<file path="config.mk">
export PLATFORM = sky130hd
export DESIGN_NAME = mem_port_arbiter
export DESIGN_NICKNAME = d
export VERILOG_FILES = /design/src/rtl/mem_port_arbiter_pkg.sv /design/src/rtl/mem_port_arbiter.sv
export SDC_FILE = /design/constraint.sdc
export NUM_CORES = 1
export LEC_CHECK = 0
export CAP_MARGIN = 10
export CORE_AREA = 8 8 100 102
export DETAILED_ROUTE_END_ITERATION = 10
export DIE_AREA = 0 0 108 110
export GPL_ROUTABILITY_DRIVEN = 0
export PLACE_DENSITY = 0.78
export SKIP_CTS_REPAIR_TIMING = 1
export SYNTH_ARGS = -nofsm -noshare
export SYNTH_HDL_FRONTEND = slang
export SYNTH_SLANG_ARGS = --single-unit
</file>
<file path="constraint.sdc">
create_clock -name clk -period 2.1 [get_ports clk]
set_clock_uncertainty 0.15 [all_clocks]
set_input_delay 0.315 -clock clk [delete_from_list [all_inputs] [get_ports clk]]
set_output_delay 0.315 -clock clk [all_outputs]
set_load 0.005 [all_outputs]
</file>
<file path="src/rtl/mem_port_arbiter_pkg.sv">
// mem_port_arbiter_pkg: shared word size and arbiter FSM state encoding.
package mem_port_arbiter_pkg;
  localparam int DEF_WORD_SIZE = 16;
  typedef enum logic [1:0] {
    IDLE    = 2'd0,
    I_ACC   = 2'd1,
    D_ACC   = 2'd2,
    I_DRAIN = 2'd3
  } state_e;
endpackage

</file>
<file path="src/rtl/mem_port_arbiter.sv">
// mem_port_arbiter: shares one single-ported memory between fetch and data sides, data first.
module mem_port_arbiter
  import mem_port_arbiter_pkg::*;
#(
  parameter int WORD_SIZE = DEF_WORD_SIZE,
  parameter int CNT_WIDTH = 16
) (
  input  logic                 clk,
  input  logic                 reset_n,
  input  logic                 i_req,
  input  logic [WORD_SIZE-1:0] i_addr,
  input  logic                 i_cancel,
  output logic [WORD_SIZE-1:0] i_rdata,
  output logic                 i_ready,
  output logic                 i_stall,
  input  logic                 d_req,
  input  logic                 d_we,
  input  logic [WORD_SIZE-1:0] d_addr,
  input  logic [WORD_SIZE-1:0] d_wdata,
  output logic [WORD_SIZE-1:0] d_rdata,
  output logic                 d_ready,
  output logic                 d_stall,
  output logic                 mem_req,
  output logic                 mem_we,
  output logic [WORD_SIZE-1:0] mem_addr,
  output logic [WORD_SIZE-1:0] mem_wdata,
  input  logic [WORD_SIZE-1:0] mem_rdata,
  input  logic                 mem_ack,
  output logic [CNT_WIDTH-1:0] num_conflict
);
  state_e state_q, state_d;
  logic mem_req_q, mem_req_d, mem_we_q, mem_we_d;
  logic i_ready_q, i_ready_d, d_ready_q, d_ready_d;
  logic [WORD_SIZE-1:0] mem_addr_q, mem_addr_d, mem_wdata_q, mem_wdata_d;
  logic [WORD_SIZE-1:0] i_rdata_q, i_rdata_d, d_rdata_q, d_rdata_d;
  logic [CNT_WIDTH-1:0] cnt_q, cnt_d;

  always_comb begin
    state_d     = state_q;
    mem_req_d   = mem_req_q;
    mem_we_d    = mem_we_q;
    mem_addr_d  = mem_addr_q;
    mem_wdata_d = mem_wdata_q;
    i_rdata_d   = i_rdata_q;
    d_rdata_d   = d_rdata_q;
    i_ready_d   = 1'b0;
    d_ready_d   = 1'b0;
    cnt_d       = (state_q == IDLE && d_req && i_req) ? cnt_q + 1'b1 : cnt_q;
    case (state_q)
      IDLE: begin
        if (d_req) begin
          state_d     = D_ACC;
          mem_req_d   = 1'b1;
          mem_we_d    = d_we;
          mem_addr_d  = d_addr;
          mem_wdata_d = d_wdata;
        end else if (i_req && !i_cancel) begin
          state_d    = I_ACC;
          mem_req_d  = 1'b1;
          mem_we_d   = 1'b0;
          mem_addr_d = i_addr;
        end
      end
      D_ACC: begin
        if (mem_ack) begin
          state_d   = IDLE;
          mem_req_d = 1'b0;
          d_ready_d = 1'b1;
          d_rdata_d = mem_we_q ? d_rdata_q : mem_rdata;
        end
      end
      I_ACC: begin
        if (mem_ack) begin
          state_d   = IDLE;
          mem_req_d = 1'b0;
          i_ready_d = !i_cancel;
          i_rdata_d = i_cancel ? i_rdata_q : mem_rdata;
        end else if (i_cancel) begin
          state_d = I_DRAIN;
        end
      end
      I_DRAIN: begin
        // memory cannot abort, so the request stays up until the ack and its data is dropped
        if (mem_ack) begin
          state_d   = IDLE;
          mem_req_d = 1'b0;
        end
      end
      default: state_d = IDLE;
    endcase
  end

  always_ff @(posedge clk) begin
    if (!reset_n) begin
      state_q     <= IDLE;
      mem_req_q   <= 1'b0;
      mem_we_q    <= 1'b0;
      mem_addr_q  <= '0;
      mem_wdata_q <= '0;
      i_rdata_q   <= '0;
      d_rdata_q   <= '0;
      i_ready_q   <= 1'b0;
      d_ready_q   <= 1'b0;
      cnt_q       <= '0;
    end else begin
      state_q     <= state_d;
      mem_req_q   <= mem_req_d;
      mem_we_q    <= mem_we_d;
      mem_addr_q  <= mem_addr_d;
      mem_wdata_q <= mem_wdata_d;
      i_rdata_q   <= i_rdata_d;
      d_rdata_q   <= d_rdata_d;
      i_ready_q   <= i_ready_d;
      d_ready_q   <= d_ready_d;
      cnt_q       <= cnt_d;
    end
  end

  assign mem_req      = mem_req_q;
  assign mem_we       = mem_we_q;
  assign mem_addr     = mem_addr_q;
  assign mem_wdata    = mem_wdata_q;
  assign i_rdata      = i_rdata_q;
  assign d_rdata      = d_rdata_q;
  assign i_ready      = i_ready_q;
  assign d_ready      = d_ready_q;
  assign num_conflict = cnt_q;
  assign i_stall      = i_req & ~i_cancel & ~i_ready_q;
  assign d_stall      = d_req & ~d_ready_q;
endmodule

</file>
* After elaboration in Yosys (flattened, before gate mapping)
Index checks and enable logic that the tools add are counted.
** Word-level totals
- Output and inout bits :: 86
- Bits in registers :: 86
- Input port bits :: 71
- Word-level logic and storage cells :: 56
** Operators by class
- Add/subtract/negate cells :: 1
- Reductions and logical operators :: 16
- Equality and inequality tests :: 7
- Multiplexer cells :: 15
- Bitwise logic cells :: 7
** Operators with widths (count)
- $mux 16 :: 2
- $add 16x1->16 const B :: 1
- $reduce_and 3->1 :: 4
- $mux 2 :: 5
- $reduce_and 2->1 :: 4
- $mux 1 :: 6
- $pmux 2 s3 :: 1
- $eq 2x2->1 const B :: 2
- $ne 2x1->1 const B :: 2
- $not 1->1 :: 4
- $and 1x1->1 :: 3
- $logic_and 1x1->1 :: 3
- $ne 3x2->1 const B :: 1
- $ne 3x3->1 const B :: 1
- $reduce_or 3->1 :: 1
- $eq 2x1->1 const B :: 1
- $logic_not 2->1 :: 1
- $pmux 1 s2 :: 1
- $reduce_bool 2->1 :: 1
- $reduce_or 2->1 :: 1
- $logic_not 1->1 :: 1

* Depth between registers and ports, before layout
Gate-level depths: netlist of the first run.
- Depth in word-level cells :: 5
- Mapped depth :: 6
- Gate-level depth less buffers :: 5

* Worst setup path after synthesis of the first run
No wires, ideal clock.
- Path kind :: register to register
- Start :: register cnt_q[4] (netlist: num_conflict[4])
- End :: register cnt_q[15] (netlist: num_conflict[15])
- Library setup time :: 70 ps
- Path buffers :: 0
- Arrival time :: 1614 ps
- Required time :: 1880 ps
- Cell stages (with the launch flop) :: 5
- Period minus slack after synthesis :: 1835 ps
- Path slack :: 265 ps
- Cells stage by stage :: dfxtp_1 -> nand4_4 -> or3_4 -> or4_1 -> a21oi_1
** On the way
- Longest elaborated chain between the ends :: 1
** Ends and longest elaborated chain
- from (decl) :: RTL line mem_port_arbiter.sv:36 : logic [CNT_WIDTH-1:0] cnt_q, cnt_d;
- from (signal assigned) :: RTL line mem_port_arbiter.sv:115 : cnt_q <= cnt_d;
- $add 16x1->16 :: RTL line mem_port_arbiter.sv:48 : cnt_d = (state_q == IDLE && d_req && i_req) ? cnt_q + 1'b1 : cnt_q;
Every way passes these cells.
A chain may end at the register's enable or synchronous reset.

* Worst setup path after layout of the first run
- Start :: input port i_cancel
- End :: output port i_stall
** On the way
- Longest elaborated chain between the ends :: 3
** Ends and longest elaborated chain
- from (decl) :: RTL line mem_port_arbiter.sv:12 : input logic i_cancel,
- $not 1->1 (no source line)
- $and 1x1->1 (2 in a row) :: RTL line mem_port_arbiter.sv:128 : assign i_stall = i_req & ~i_cancel & ~i_ready_q;
- to (decl) :: RTL line mem_port_arbiter.sv:15 : output logic i_stall,
Every way passes these cells.

==> impl_metrics.csv, run 1 <==
group,metric,value,unit
sta,clock.fmax,0.4908,GHz
global_routing,globalRouteTotalUtil,0.1691,
setup_path,crit_family,"buffers and inverters",
logic_synthesis,synth_area_per_cell,8.314,um2
logic_synthesis,synthCells,400,
setup_path,critPathLaunch,"i_cancel",
detailed_routing,wl_per_cell,15.23,um
logic_synthesis,synth_ff_type,"dfxtp_1",
hold_path,hp-class,"register to register",
logic_synthesis,netlist.area_leader.share,0.5177,
setup_path,reg2reg_from,"num_conflict[4]",
power,netSwitchingPower,0.8344,mW
setup_path,critPathRequiredTime,1.63,ns
floorplanning,initial_core_util,0.3928,
sta,fin_crit,2.037,ns
setup_path,slowest_delay,0.51,ns
floorplanning,pin_count,157,
sta,relSlewSlack,0.7700,
floorplanning,die_w,108,um
final_layout,area.growth.synth_to_final,60.35,%
cts,clkLatencyLatePin,0.34,ns
global_routing,grt_pass1_wl,16.01,mm
place,dp_hpwl,7.882,mm
final_layout,diodes,0,
place,dp_slack,-0.05999,ns
detailed_routing,drt-initial-drc-count,109,
power,p_int,2.581,mW
sta,period_share,0.9702,
sta,maxSlewViolCount,0,
power,powerDensity,640.5,nW/um2
cts,clock-sinks,86,
floorplanning,core_area,8466,um2
global_routing,grt_pass1_vias,3297,
hold_path,hp-start,"d_rdata[14]",
setup_path,cp_cell_sequence,"clkdlybuf4s50_1 > nand2b_2 > nor2_1 > clkdlybuf4s50_1",
place,io_buffers,156,
cts,cts.path.max_buffers,2,
floorplanning,fp-row-count,34,
power,leakagePower,1.919,nW
sta,worst_slack,0.06267,ns
floorplanning,fp.dieH,110,um
cts,clock-root-buffer,"clkbuf_8",
power,swShare,0.2443,
detailed_routing,postRouteAntennaNets,0,
power,pwr-share-seq,0.511,
setup_path,cp_max_fo,3,
outcome,status,"finished, final reports clean",
cts,cts.htree.levels,3,
power,peakVddDrop,0.3537,mV
logic_synthesis,yosysSeqAreaShare,0.5177,
global_routing,grt_max_degree,42,
logic_synthesis,synth-seq-cells,86,
global_routing,antenna_found_initial,0,
detailed_routing,vias_per_cell,4.895,
final_layout,final_nets,636,
setup_path,critPathBufInv,2,
logic_synthesis,yosys_warnings,0,
logic_synthesis,synth_cell_types,34,
setup_path,path_class,"input port to output pin",
setup_path,crit_arrival,1.57,ns
global_routing,gr-total-overflow,0,
detailed_routing,firstDrtPassIters,4,
logic_synthesis,syn_nets,472,
place,dp.cells,661,
cts,cts_tree,"done",
logic_synthesis,synthArstFlopShare,0,
logic_synthesis,synth_area_leader_cell,"dfxtp_1",
sta,hold_viol,0,
detailed_routing,vias,3304,
setup_path,cpMaxStageDelayCell,"clkdlybuf4s50_1",
floorplanning,die-area,11880,um2
sta,tightest_slew,0.3418,ns
power,p_clk_frac,0.322,
detailed_routing,wl,10.28,mm
sta,rsz0062_at_grt,"false",
final_layout,stdcell_count,675,
power,combPwrFrac,0.167,
logic_synthesis,synth_edf_count,0,
power,total_power,3.416,mW
setup_path,crit_top_cell,"clkdlybuf4s50_1",
sta,final-setup-viol-count,0,
cts,clkTransAtPathRegs,0.09,ns
sta,tns,0,ns
job,cap_viol_max_count,0,
setup_path,end_kind,"output pin",
cts,cts_inserted_buffers,9,
final_layout,drive_gt1_frac,0.08642,
logic_synthesis,synthTopCellsByArea,"dfxtp_1, nand2_1, a21oi_1, mux2i_1, nor2_1",
logic_synthesis,syn_area,3326,um2
setup_path,crit_path_start_kind,"input port",
detailed_routing,drc,0,
==> worst paths after layout <==
kind,endpoint,slack (ns),cells after the start
max,i_stall,0.06,4
max reg2reg,num_conflict[15],0.21,4
min reg2reg,d_rdata[14],0.31,2
min,d_rdata[14],0.31,2
==> synth_stat cells, drive strengths merged, types with 6 or more instances <==
| cell | number |
|---|---|
| a211oi | 16 |
| a21oi | 58 |
| clkbuf | 23 |
| dfxtp | 86 |
| inv | 6 |
| mux2i | 16 |
| nand2 | 105 |
| nand3 | 6 |
| nor2 | 35 |
| nor3 | 7 |
| xnor2 | 8 |
==> cell families (layout without fill, tap and decap cells) <==
kind of cell,Yosys count,after routing,share of synthesized area
muxes,16,16,0.04816
buffers and inverters,32,199,0.03687
xor gates and xnor gates,10,10,0.02634
and+or+nand+nor,175,175,0.2310
DFF,86,86,0.5177
AOI/OAI and AO/OA,80,80,0.1362
adders and majority gates,1,1,0.003762
==> tightest hold or removal path: cells and delay by family (launching register included) <==
kind	cells	cell delay, ns
DFF	1	0.32
and+or+nand+nor	1	0.05
AOI/OAI and AO/OA	1	0.05
==> power groups by stage <==
stage / clock network (mW) / registers [mW] / logic (mW)
finish: 1.10 / 1.75 / 0.570
CTS: 1.13 / 1.74 / 0.577
global route: 1.20 / 1.75 / 0.623
detailed placement: 0 / 1.78 / 0.573
global placement: 0 / 1.78 / 0.564
floorplan: 0 / 1.79 / 0.190
==> metal layers <==
layer | vias to the layer above | part of all wire | global-route usage
met5 | - | 0 | 0
met4 | 0 | 0.018 | 0.07037
met3 | 15 | 0.10 | 0.07674
met2 | 110 | 0.49 | 0.2838
met1 | 1515 | 0.39 | 0.1815
li1 | 1664 | - | -
==> state kept, by name, summed over array words and instances (netlist names) <==
register and cells:
mem_req 1, mem_we 1, i_rdata 16, mem_wdata 16, i_ready 1, d_ready 1
num_conflict 16, state_q 2, mem_addr 16, d_rdata 16
==> area by class of cell <==
cell class / count / area, um2
Timing Repair Buffer: 179 / 1772
Tap cell: 108 / 135.1
Multi-Input combinational cell: 282 / 1504
Fill cell: 736 / 3133
Inverter: 6 / 22.52
Sequential cell: 86 / 1722
Clock inverter: 4 / 50.05
Clock buffer: 10 / 127.6
==> layout by cell type (no fill, tap or decap), types with 2 or more instances in the layout <==
| master | instances |
|---|---|
| clkdlybuf4s50_1 | 156 |
| nand2_1 | 105 |
| dfxtp_1 | 86 |
| a21oi_1 | 58 |
| nor2_1 | 35 |
| buf_4 | 20 |
| mux2i_1 | 16 |
| a211oi_1 | 16 |
| clkbuf_8 | 9 |
| xnor2_1 | 8 |
| nand3_1 | 6 |
| nor3_1 | 6 |
| inv_1 | 5 |
| nor4_1 | 4 |
| nand4_1 | 3 |
| buf_12 | 3 |
| nand2b_1 | 2 |
| a31o_2 | 2 |
| o21ai_0 | 2 |
| or3_2 | 2 |
| xor2_1 | 2 |
| clkinvlp_4 | 2 |
==> per-stage QoR <==
step | cell area [um2] | utilization | hold slack [ns]
after floorplan | 3326 | - | 0.3010
after global placement | 5152 | 0.6086 | 0.2917
after detailed placement | 5152 | 0.6086 | 0.2974
after CTS | 5330 | 0.6296 | 0.3095
after global routing | 5333 | 0.6299 | 0.3248
final | 5333 | 0.6299 | 0.3068
No activity file was read; power rests on OpenSTA's default activity.
==> run 2: changes to the inputs <==
--- a/config.mk
+++ b/config.mk
@@ -6,9 +6,10 @@
 export NUM_CORES = 1
 export LEC_CHECK = 0
 export CAP_MARGIN = 10
-export CORE_AREA = 8 8 100 102
+export CORE_AREA = 2 2 94 96
+export CTS_CLUSTER_SIZE = 25
 export DETAILED_ROUTE_END_ITERATION = 10
-export DIE_AREA = 0 0 108 110
+export DIE_AREA = 0 0 96 98
 export GPL_ROUTABILITY_DRIVEN = 0
 export PLACE_DENSITY = 0.78
 export SKIP_CTS_REPAIR_TIMING = 1
==> impl_metrics.csv, run 2 (synthesis gave the netlist of run 1 again) <==
group,metric,value,unit
outcome,status,"finished, final reports clean",
final_layout,diodes,0,
cts,cts_inserted_buffers,9,
sta,rsz0062_at_grt,"false",
power,netSwitchingPower,0.8529,mW
cts,clkLatencyLatePin,0.34,ns
power,swShare,0.2528,
detailed_routing,wl,9.381,mm
sta,worst_slack,0.04227,ns
global_routing,globalRouteTotalUtil,0.2011,
sta,final-setup-viol-count,0,
final_layout,final_nets,638,
floorplanning,pin_count,157,
detailed_routing,drt-initial-drc-count,88,
global_routing,grt_pass1_vias,3314,
power,p_int,2.520,mW
setup_path,cp_max_fo,3,
power,pwr-share-seq,0.518,
cts,cts_tree,"done",
final_layout,final_common_cell,"clkdlybuf4s50_1",
setup_path,crit_path_start_kind,"input port",
power,leakagePower,1.940,nW
setup_path,end_kind,"output pin",
global_routing,antenna_found_initial,0,
place,place_area,5176,um2
setup_path,path_class,"input port to output pin",
cts,clock-sinks,86,
detailed_routing,vias_per_cell,5.007,
power,combPwrFrac,0.171,
setup_path,crit_top_cell,"clkdlybuf4s50_1",
setup_path,critPathRequiredTime,1.63,ns
sta,tightest_slew,0.3067,ns
setup_path,cpMaxStageDelayCell,"clkdlybuf4s50_1",
setup_path,crit_arrival,1.59,ns
setup_path,slowest_delay,0.55,ns
place,dp_hpwl,7.029,mm
sta,hold_viol,0,
detailed_routing,vias,3400,
global_routing,gr-total-overflow,0,
global_routing,grt_pass1_wl,15.08,mm
setup_path,crit_family,"buffers and inverters",
power,powerDensity,629.9,nW/um2
floorplanning,die_w,96,um
sta,fin_hold_ws,0.3065,ns
sta,period_share,0.9799,
cts,clock-root-buffer,"clkbuf_8",
sta,maxSlewViolCount,0,
sta,clock.fmax,0.4860,GHz
floorplanning,core_area,8466,um2
place,dp.cells,663,
sta,tns,0,ns
final_layout,area.growth.synth_to_final,61.02,%
final_layout,drive_gt1_frac,0.08932,
floorplanning,die-area,9408,um2
hold_path,hp-class,"register to register",
cts,cts.htree.levels,3,
final_layout,fin_area,5355,um2
setup_path,critPathBufInv,3,
floorplanning,initial_core_util,0.3928,
detailed_routing,postRouteAntennaNets,0,
sta,fin_crit,2.058,ns
power,total_power,3.373,mW
cts,cts.path.max_buffers,2,
final_layout,mostFrequentLayoutCells,"clkdlybuf4s50_1, nand2_1, dfxtp_1, a21oi_1, nor2_1",
global_routing,grt_max_degree,61,
power,peakVddDrop,0.3457,mV
place,io_buffers,156,
cts,clkTransAtPathRegs,0.07,ns
detailed_routing,wl_per_cell,13.82,um
final_layout,fillCellCount,729,
place,dp_slack,-0.08535,ns
detailed_routing,drc,0,
setup_path,cp_cell_sequence,"clkdlybuf4s50_1 > inv_1 > nor2_1 > clkdlybuf4s50_1",
floorplanning,fp-row-count,34,
detailed_routing,firstDrtPassIters,6,
floorplanning,fp.dieH,98,um
job,cap_viol_max_count,0,
sta,relSlewSlack,0.7937,
final_layout,stdcell_count,679,
power,p_clk_frac,0.311,
final_layout,final_util,0.6326,
## run 2: worst paths after layout
kind / start / endpoint / slack [ns] / cells past startpoint
setup / recovery: d_req / d_stall / 0.04 / 4
hold / removal: i_rdata[4] / i_rdata[4] / 0.31 / 2
setup reg to reg: num_conflict[4] / num_conflict[15] / 0.22 / 4
hold reg to reg: i_rdata[4] / i_rdata[4] / 0.31 / 2
## run 2: layout make-up
cell class | count | area (um2) | share of cell area
clock buffers | 12 | 145.1 | 0.02710
multi-input cells | 282 | 1510 | 0.2820
well taps | 108 | 135.1 | 0.02523
clock inverters | 4 | 31.28 | 0.005841
flip-flops and latches | 86 | 1722 | 0.3215
repair buffers | 181 | 1789 | 0.3341
inverters | 6 | 22.52 | 0.004206
## run 2: power groups by stage
stage          logic (mW)  clock network (mW)  registers, mW
2_1_floorplan       0.190                   0           1.79
3_3_place_gp        0.569                   0           1.78
3_5_place_dp        0.583                   0           1.78
4_1_cts             0.585                1.07           1.75
5_1_grt             0.628                1.14           1.76
6_report            0.577                1.05           1.75
## run 2: layer usage
metal | track usage | wire length, um
met2 | 0.3472 | 4715
met5 | 0 | 0
met1 | 0.2284 | 3820
met4 | 0.07802 | 220
met3 | 0.06096 | 625
## run 2: worst min-delay path, delay by kind of cell (launching register included)
family / cells / cell delay (ns)
flops: 1 / 0.31
simple gates: 1 / 0.05
compound gates: 1 / 0.05
